<file path="config.mk">
export PLATFORM = sky130hd
export DESIGN_NAME = pipelined_adder
export DESIGN_NICKNAME = d
export VERILOG_FILES = /design/src/rtl/pipelined_adder.sv
export SDC_FILE = /design/constraint.sdc
export NUM_CORES = 1
export LEC_CHECK = 0
export BUFFER_PORTS_ARGS = -buffer_cell sky130_fd_sc_hd__buf_2
export CAP_MARGIN = 20
export CORE_AREA = 8 8 143 145
export DETAILED_ROUTE_END_ITERATION = 16
export DIE_AREA = 0 0 151 153
export GPL_TIMING_DRIVEN = 0
export PLACE_DENSITY = 0.81
export SLEW_MARGIN = 20
export SYNTH_ARGS = -nofsm -noshare
export SYNTH_HDL_FRONTEND = slang
export SYNTH_SLANG_ARGS = --single-unit
</file>
<file path="constraint.sdc">
create_clock -name clk -period 2.4 [get_ports clk]
set_input_delay 0.6 -clock clk [delete_from_list [all_inputs] [get_ports clk]]
set_output_delay 0.6 -clock clk [all_outputs]
set_load 0.05 [all_outputs]
</file>
<file path="src/rtl/pipelined_adder.sv">
// pipelined_adder: chunked ripple-carry add/sub, one chunk per stage, valid/ready with flush
module pipelined_adder #(
    parameter int WIDTH  = 32,
    parameter int STAGES = 4,
    parameter int TAG_W  = 6
) (
    input  logic             clk,
    input  logic             rst_n,
    input  logic             flush,
    input  logic             in_valid,
    output logic             in_ready,
    input  logic [WIDTH-1:0] in_a,
    input  logic [WIDTH-1:0] in_b,
    input  logic             in_sub,
    input  logic [TAG_W-1:0] in_tag,
    output logic             out_valid,
    input  logic             out_ready,
    output logic [WIDTH-1:0] out_sum,
    output logic             out_cout,
    output logic             out_ovf,
    output logic             out_zero,
    output logic [TAG_W-1:0] out_tag
);
    localparam int CW = WIDTH / STAGES;

    logic [STAGES-1:0] v, adv, c;
    logic [TAG_W-1:0]  tg [STAGES];
    logic [WIDTH-1:0]  sm [STAGES];
    logic [WIDTH-1:0]  ra [STAGES];
    logic [WIDTH-1:0]  rb [STAGES];
    logic [WIDTH-1:0]  bx;
    logic              msb_cin;

    assign bx        = in_sub ? ~in_b : in_b;
    assign in_ready  = adv[0];
    assign out_valid = v[STAGES-1];
    assign out_sum   = sm[STAGES-1];
    assign out_cout  = c[STAGES-1];
    assign out_ovf   = msb_cin ^ c[STAGES-1];
    assign out_zero  = out_valid & ~|out_sum;
    assign out_tag   = tg[STAGES-1];

    genvar s;
    generate
        for (s = 0; s < STAGES; s++) begin : g_stage
            logic             pv, pc;
            logic [TAG_W-1:0] pt;
            logic [WIDTH-1:0] pa, pb, ps;
            logic [CW:0]      ch;
            logic             v_q, c_q;
            logic [TAG_W-1:0] t_q;
            logic [WIDTH-1:0] s_q, a_q, b_q;
            if (s == 0) begin : g_in
                assign pv = in_valid & adv[0];
                assign pc = in_sub;
                assign pt = in_tag;
                assign pa = in_a;
                assign pb = bx;
                assign ps = '0;
            end else begin : g_mid
                assign pv = v[s-1];
                assign pc = c[s-1];
                assign pt = tg[s-1];
                assign pa = ra[s-1];
                assign pb = rb[s-1];
                assign ps = sm[s-1];
            end
            // a stage may load whenever no full run of valid stages from here to the output is blocked
            assign adv[s] = out_ready | ~&v[STAGES-1:s];
            assign ch     = {1'b0, pa[CW-1:0]} + {1'b0, pb[CW-1:0]} + {{CW{1'b0}}, pc};
            // add this stage's chunk, shift the remaining operand chunks down, hold when stalled
            always_ff @(posedge clk or negedge rst_n) begin
                if (!rst_n) begin
                    v_q <= 1'b0;
                    c_q <= 1'b0;
                    t_q <= '0;
                    s_q <= '0;
                    a_q <= '0;
                    b_q <= '0;
                end else begin
                    if (adv[s]) begin
                        c_q <= ch[CW];
                        t_q <= pt;
                        s_q <= ps | (WIDTH'(ch[CW-1:0]) << (s * CW));
                        a_q <= pa >> CW;
                        b_q <= pb >> CW;
                    end
                    v_q <= !flush & (adv[s] ? pv : v_q);
                end
            end
            if (s == STAGES - 1) begin : g_last
                // carry into the MSB recovered from the sum bit, kept for signed overflow
                always_ff @(posedge clk or negedge rst_n) begin
                    if (!rst_n)
                        msb_cin <= 1'b0;
                    else if (adv[s])
                        msb_cin <= ch[CW-1] ^ pa[CW-1] ^ pb[CW-1];
                end
            end
            assign v[s]  = v_q;
            assign c[s]  = c_q;
            assign tg[s] = t_q;
            assign sm[s] = s_q;
            assign ra[s] = a_q;
            assign rb[s] = b_q;
        end
    endgenerate
endmodule

</file>
==> results of run 1 <==
==> worst paths after layout <==
| check | to | slack (ns) | cells past startpoint |
|---|---|---|---|
| hold / removal | g_stage[0].t_q[3] | 0.31 | 3 |
| min in group asynchronous | g_stage[0].a_q[2] | 0.47 | 2 |
| hold reg to reg | out_tag[1] | 0.46 | 2 |
| max in group asynchronous | g_stage[0].a_q[21] | 0.72 | 4 |
| setup / recovery | in_ready | 0.07 | 6 |
| setup reg to reg | out_sum[30] | 0.09 | 8 |
==> through the flow <==
stage	instance area [sq um]	setup TNS (ns)	setup slack [ns]	hold WS [ns]
detailed placement	10200	-0.996	-0.305	0.378
CTS	11000	0	0.00252	0.299
finish	11000	0	0.0718	0.309
global route	11000	-0.0113	-0.00727	0.306
floorplan	9300	0	0.0526	0.304
global placement	10200	-547.82	-2.63	0.447
==> critical path, cell delays in order, from the launching register on <==
cell	delay (ns)
dfrtp_1	0.36
nor2b_4	0.19
and3_4	0.21
and2_4	0.17
inv_6	0.04
buf_8	0.12
buf_8	0.14
==> Yosys cell counts, types with 2 or more instances <==
cell type,number
a211oi_1,5
a21o_1,6
a21oi_1,21
a31oi_1,7
and2_1,2
and3b_1,2
buf_1,5
buf_2,12
buf_4,2
buf_6,4
clkbuf_1,26
dfrtp_1,209
fa_1,7
ha_1,28
inv_1,13
nand2_1,494
nand2b_1,4
nand4_1,2
nor2_1,31
nor2b_1,2
nor3_1,6
nor4_1,6
o21ai_0,51
o21ai_1,4
o21bai_1,6
o31ai_1,4
xnor2_1,36
xor2_1,19
==> flip-flops by register name, indices dropped and copies added (netlist names) <==
name and flops:
g_stage.s_q 48, out_tag 6, g_stage.t_q 18, out_sum 32
g_stage.b_q 48, msb_cin 1, g_stage.c_q 3, g_stage.a_q 48
g_stage.v_q 3, out_cout 1, out_valid 1
==> metal layers <==
layer	vias up	track usage
met5	-	0
met4	0	0.0547
met3	38	0.0275
met2	189	0.317
met1	3432	0.257
li1	3551	-
==> power by group <==
part / internal (mW) / total, mW / switching [mW]
Clock: 1.82 / 3.11 / 1.28
Sequential: 4.09 / 4.55 / 0.461
Combinational: 0.677 / 2.09 / 1.42
Total: 6.59 / 9.75 / 3.16
==> cell families after synthesis <==
family	Yosys count
adders and majority gates	35
muxes	1
xor gates and xnor gates	55
and+or+nand+nor	555
DFF	209
AOI/OAI and AO/OA	107
buffers and inverters	63
==> layout make-up <==
class	instances	area, sq um
Tap cell	234	293
Inverter	14	57.6
Buffer	46	226
Sequential cell	209	5230
Fill cell	1513	7230
Timing Repair Buffer	129	744
Clock inverter	4	45.0
Multi-Input combinational cell	753	3850
Clock buffer	29	596
==> layout by cell type (no fill, tap or decap), drive strengths merged, types with 2 or more instances in the layout <==
master    n
clkinv    3
nor4      6
o31ai     4
xnor2    36
buf     148
a211oi    6
nand4     2
nor2     31
ha       28
a21oi    21
nor3      6
xor2     19
fa        7
nand2b    4
clkbuf   55
inv      14
dfrtp   209
o21ai    55
and2      2
a31oi     7
o21bai    6
nand2   494
nor2b     3
a21o      6
and3b     2
==> what timing repair did <==
action,CTS,global route
hold buffers,1,0
buffers inserted,5,4
endpoints found under the setup margin,5,7
pin swaps,3,7
gates resized for setup,21,7
hold endpoints to repair,1,0
==> impl_metrics.tcl, run 1 <==
set metrics [dict create \
    syn_nets 1136 \
    firstDrtPassIters 5 \
    tritoncts "yes" \
    finalSetupViolCount 0 \
    yosys.area_share.xor_xnor 0.0519 \
    clk_latency_ns 0.49 \
    fin_crit_ns 2.33 \
    finalCritPeriodShare 0.970 \
    finalHoldViolations 0 \
    place_hpwl_mm 15.9 \
    worst_hold_startpoint "in_tag[3]" \
    ys_seq_area_frac 0.563 \
    wl_per_cell_microns 15.5 \
    ys_top_cells_by_area "dfrtp_1 56%, nand2_1 20%, ha_1 3.8%, xnor2_1 3.4%, o21ai_0 2.7%" \
    finClkSkew_ns 0.00992 \
    synth_top_family_by_area "simple AND/OR/NAND/NOR gates" \
    place_congestion 0.814 \
    area_growth_pct 18.9 \
    finalPower_mw 9.75 \
    slew_headroom 0.447 \
    coreArea_sq_um 18300 \
    top_layer_used "met4" \
    wl_met3_mm 1.31 \
    dp_cells 1378 \
    crit_arrival_ns 1.73 \
    cts_max_path_buffers 3 \
    end_kind "output port" \
    p_per_area_nw_per_um2 883 \
    drcViolationCount 0 \
    ys_ff_latch 209 \
    via_per_inst 5.08 \
    grt_pass1_wl_mm 36.3 \
    worst_pin_slew_ns 0.830 \
    io_buffers 117 \
    drive_gt1_frac 0.165 \
    die_w_microns 151 \
    finish.utilization 0.604 \
    drt-total-wl_mm 22.0 \
    synth_fa_ha_area_frac 0.0528 \
    syn_inst 1025 \
    cts_buffers 21 \
    grt_max_degree 106 \
    cts.sinks 209 \
    outcome "finished clean" \
    power.leakage_nw 5.49 \
    path_max_fanout 4 \
    synth_warnings 0 \
    synth_area_leader_cell "dfrtp_1" \
    slew_violations 0 \
    yosys.area_share.simple 0.233 \
    track_usage 0.192 \
    critical_path_class "flip-flop to output port" \
    io_pins 119 \
    cts_root_buf "clkbuf_16" \
    htreeDepth 1 \
    grt-ovfl-total 0 \
    r2r_start "g_stage[2].c_q" \
    rsz0062_at_grt "true" \
    die_h_microns 153 \
    fin_nets 1285 \
    critPathRequiredTime_ns 1.80 \
    dieArea_sq_um 23100 \
    hold_path.class "input pin to flip-flop" \
    netlist-cell-type-count 39 \
    max_cap_viol_count 0 \
    stdcell_count 1418 \
    antenna_cells 0 \
    start_kind "flip-flop" \
    rows 50 \
    initial_utilization 0.508 \
    grt_pass1_vias 7379 \
    avgSynthCellArea_sq_um 9.06 \
    muxShareOfSynthArea 0.00121 \
    wl_met2_mm 10.3 \
    peakVddDrop_mv 0.910 \
    num_vias 7210 \
    wl_met1_mm 9.89 \
    synth-compound-area-share 0.0665 \
    drt_iter0_markers 382 \
    worstSetupStartpoint "out_valid" \
    synthFlopType "dfrtp_1" \
    synth_edf_count 0 \
    ys_async_sr_fraction 1.00 \
    grt_antenna_before_repair 0 \
    max_freq_ghz 0.430 \
    antenna_left 0 \
    synth_top_area_frac 0.563 \
    clk_pin_slew_ns 0.06 \
    netlist_area_sq_um 9290 \
]
(Power assumes the default switching activity.)
==> run 2: changes to the inputs <==
--- a/config.mk
+++ b/config.mk
@@ -7,11 +7,14 @@
 export LEC_CHECK = 0
 export BUFFER_PORTS_ARGS = -buffer_cell sky130_fd_sc_hd__buf_2
 export CAP_MARGIN = 20
-export CORE_AREA = 8 8 143 145
+export CELL_PAD_IN_SITES_DETAIL_PLACEMENT = 0
+export CELL_PAD_IN_SITES_GLOBAL_PLACEMENT = 1
+export CORE_AREA = 8 8 162 164
 export DETAILED_ROUTE_END_ITERATION = 16
-export DIE_AREA = 0 0 151 153
+export DIE_AREA = 0 0 170 172
 export GPL_TIMING_DRIVEN = 0
 export PLACE_DENSITY = 0.81
+export SETUP_SLACK_MARGIN = 0.4
 export SLEW_MARGIN = 20
 export SYNTH_ARGS = -nofsm -noshare
 export SYNTH_HDL_FRONTEND = slang
==> constraint.sdc (replaced) <==
create_clock -name clk -period 2 [get_ports clk]
set_input_delay 0.5 -clock clk [delete_from_list [all_inputs] [get_ports clk]]
set_output_delay 0.5 -clock clk [all_outputs]
set_load 0.05 [all_outputs]
==> impl_metrics.tcl, run 2 (same netlist as run 1, synthesis figures left out) <==
set metrics [dict create \
    power.leakage_nw 6.24 \
    cts_buffers 23 \
    track_usage 0.156 \
    dieArea_sq_um 29200 \
    clk_latency_ns 0.49 \
    path_common_cell "buf_12" \
    start_kind "flip-flop" \
    drive_gt1_frac 0.291 \
    drt_iter0_markers 344 \
    final_cell_mix "464 x nand2_1, 206 x dfrtp_1, 75 x buf_2, 53 x buf_6, 44 x buf_4" \
    top_regs "g_stage.a_q: 48 flops, g_stage.b_q: 48 flops, g_stage.s_q: 48 flops" \
    num_vias 7201 \
    cts_root_buf "clkbuf_16" \
    io_buffers 117 \
    critical_path_class "flip-flop to output port" \
    cpPeakStageDelay_ns 0.40 \
    grt_max_degree 86 \
    via_per_inst 4.61 \
    multi_input_area_sq_um 4300 \
    slew_violations 0 \
    fill_cells 2201 \
    finalHoldViolations 0 \
    hold_ws_ns 0.197 \
    finish.utilization 0.537 \
    finClkSkew_ns 0.0111 \
    fin_crit_ns 2.42 \
    wl_met2_mm 11.2 \
    crit_chain "nor2b_4 -> buf_6 -> and3_4 -> buf_6 -> and2_4 -> buf_12 -> clkinv_8 -> buf_12 -> buf_12" \
    coreArea_sq_um 23800 \
    cpMaxStageDelayCell "dfrtp_2" \
    drt-total-wl_mm 23.6 \
    max_freq_ghz 0.414 \
    hold_path.class "input pin to flip-flop" \
    worst_pin_slew_ns 0.819 \
    wl_met1_mm 10.7 \
    wl_met3_mm 1.31 \
    stdcell_count 1562 \
    place_congestion 0.815 \
    path_max_fanout 2 \
    rows 57 \
    crit_arrival_ns 1.92 \
    die_h_microns 172 \
    clk_pin_slew_ns 0.06 \
    cts_max_path_buffers 3 \
    max_cap_viol_count 0 \
    fin_nets 1334 \
    worst_slack_ns -0.415 \
    grt-ovfl-total 0 \
    io_pins 119 \
    area_growth_pct 37.7 \
    firstDrtPassIters 4 \
    place_hpwl_mm 16.6 \
    critPathRequiredTime_ns 1.50 \
    top_layer_used "met4" \
    htreeDepth 1 \
    cts.sinks 209 \
    grt_pass1_vias 7230 \
    finalSetupViolCount 12 \
    initial_utilization 0.390 \
    p_per_area_nw_per_um2 1010 \
    peakVddDrop_mv 0.668 \
    tritoncts "yes" \
    fin_area_sq_um 12800 \
    finalPower_mw 12.9 \
    post-place-ws_ns -0.407 \
    dp_cells 1468 \
    end_kind "output port" \
    die_w_microns 170 \
    violations "setup timing" \
    wl_per_cell_microns 15.1 \
    finalCritPeriodShare 1.21 \
    ff_latch_area_sq_um 5230 \
    antenna_left 0 \
    outcome "complete, but fails checks" \
    slew_headroom 0.454 \
    drcViolationCount 0 \
    grt_pass1_wl_mm 36.7 \
    final.setup.tns_ns -1.61 \
    grt_antenna_before_repair 0 \
    layout_commonest_cell "nand2_1" \
    rsz0062_at_grt "true" \
    dpl_cell_area_sq_um 10500 \
]
-- run 2: layout make-up --
class,instances,area share
Antenna cell,1,0.000196
Inverter,14,0.00509
Clock buffer,35,0.0524
Multi-Input combinational cell,753,0.336
Buffer,49,0.0401
Sequential cell,209,0.409
Clock inverter,4,0.00548
Tap cell,324,0.0317
Timing Repair Buffer,173,0.120
-- run 2: where the power goes --
part / internal [mW] / switching (mW) / leakage (nW) / total [mW]
clock: 2.55 / 1.59 / 0.364 / 4.14
sequential: 4.91 / 0.600 / 2.44 / 5.51
combinational: 1.42 / 1.86 / 3.44 / 3.28
total: 8.88 / 4.05 / 6.24 / 12.9
-- run 2: worst max-delay path, delay by kind of cell (launching register included) --
family,cells,cell delay (ns)
simple gates,3,0.40
flops,1,0.40
buf+inv,6,0.62
-- run 2: worst paths after layout --
path / startpoint / end / slack [ns] / depth (start not counted)
min reg2reg: out_tag[0] / out_tag[0] / 0.46 / 2
max: out_valid / in_ready / -0.42 / 9
min in group asynchronous: rst_n / g_stage[0].a_q[2] / 0.50 / 2
min: in_a[8] / g_stage[0].a_q[0] / 0.20 / 3
max in group asynchronous: rst_n / msb_cin / 0.72 / 3
max reg2reg: g_stage[2].b_q[0] / out_cout / -0.16 / 8
-- run 2: what timing repair did --
item / CTS / global route
endpoints found under the hold margin: 49 / 0
gates resized for setup: 156 / 136
cloned: 0 / 8
hold buffers: 1 / 0
pin swaps: 39 / 39
buffers inserted: 25 / 20
endpoints found under the setup margin: 193 / 213
-- run 2: routing by layer --
metal | global-route usage | up-vias
met3 | 0.0279 | 27
li1 | - | 3649
met5 | 0 | -
met1 | 0.209 | 3380
met4 | 0.0416 | 0
met2 | 0.259 | 145
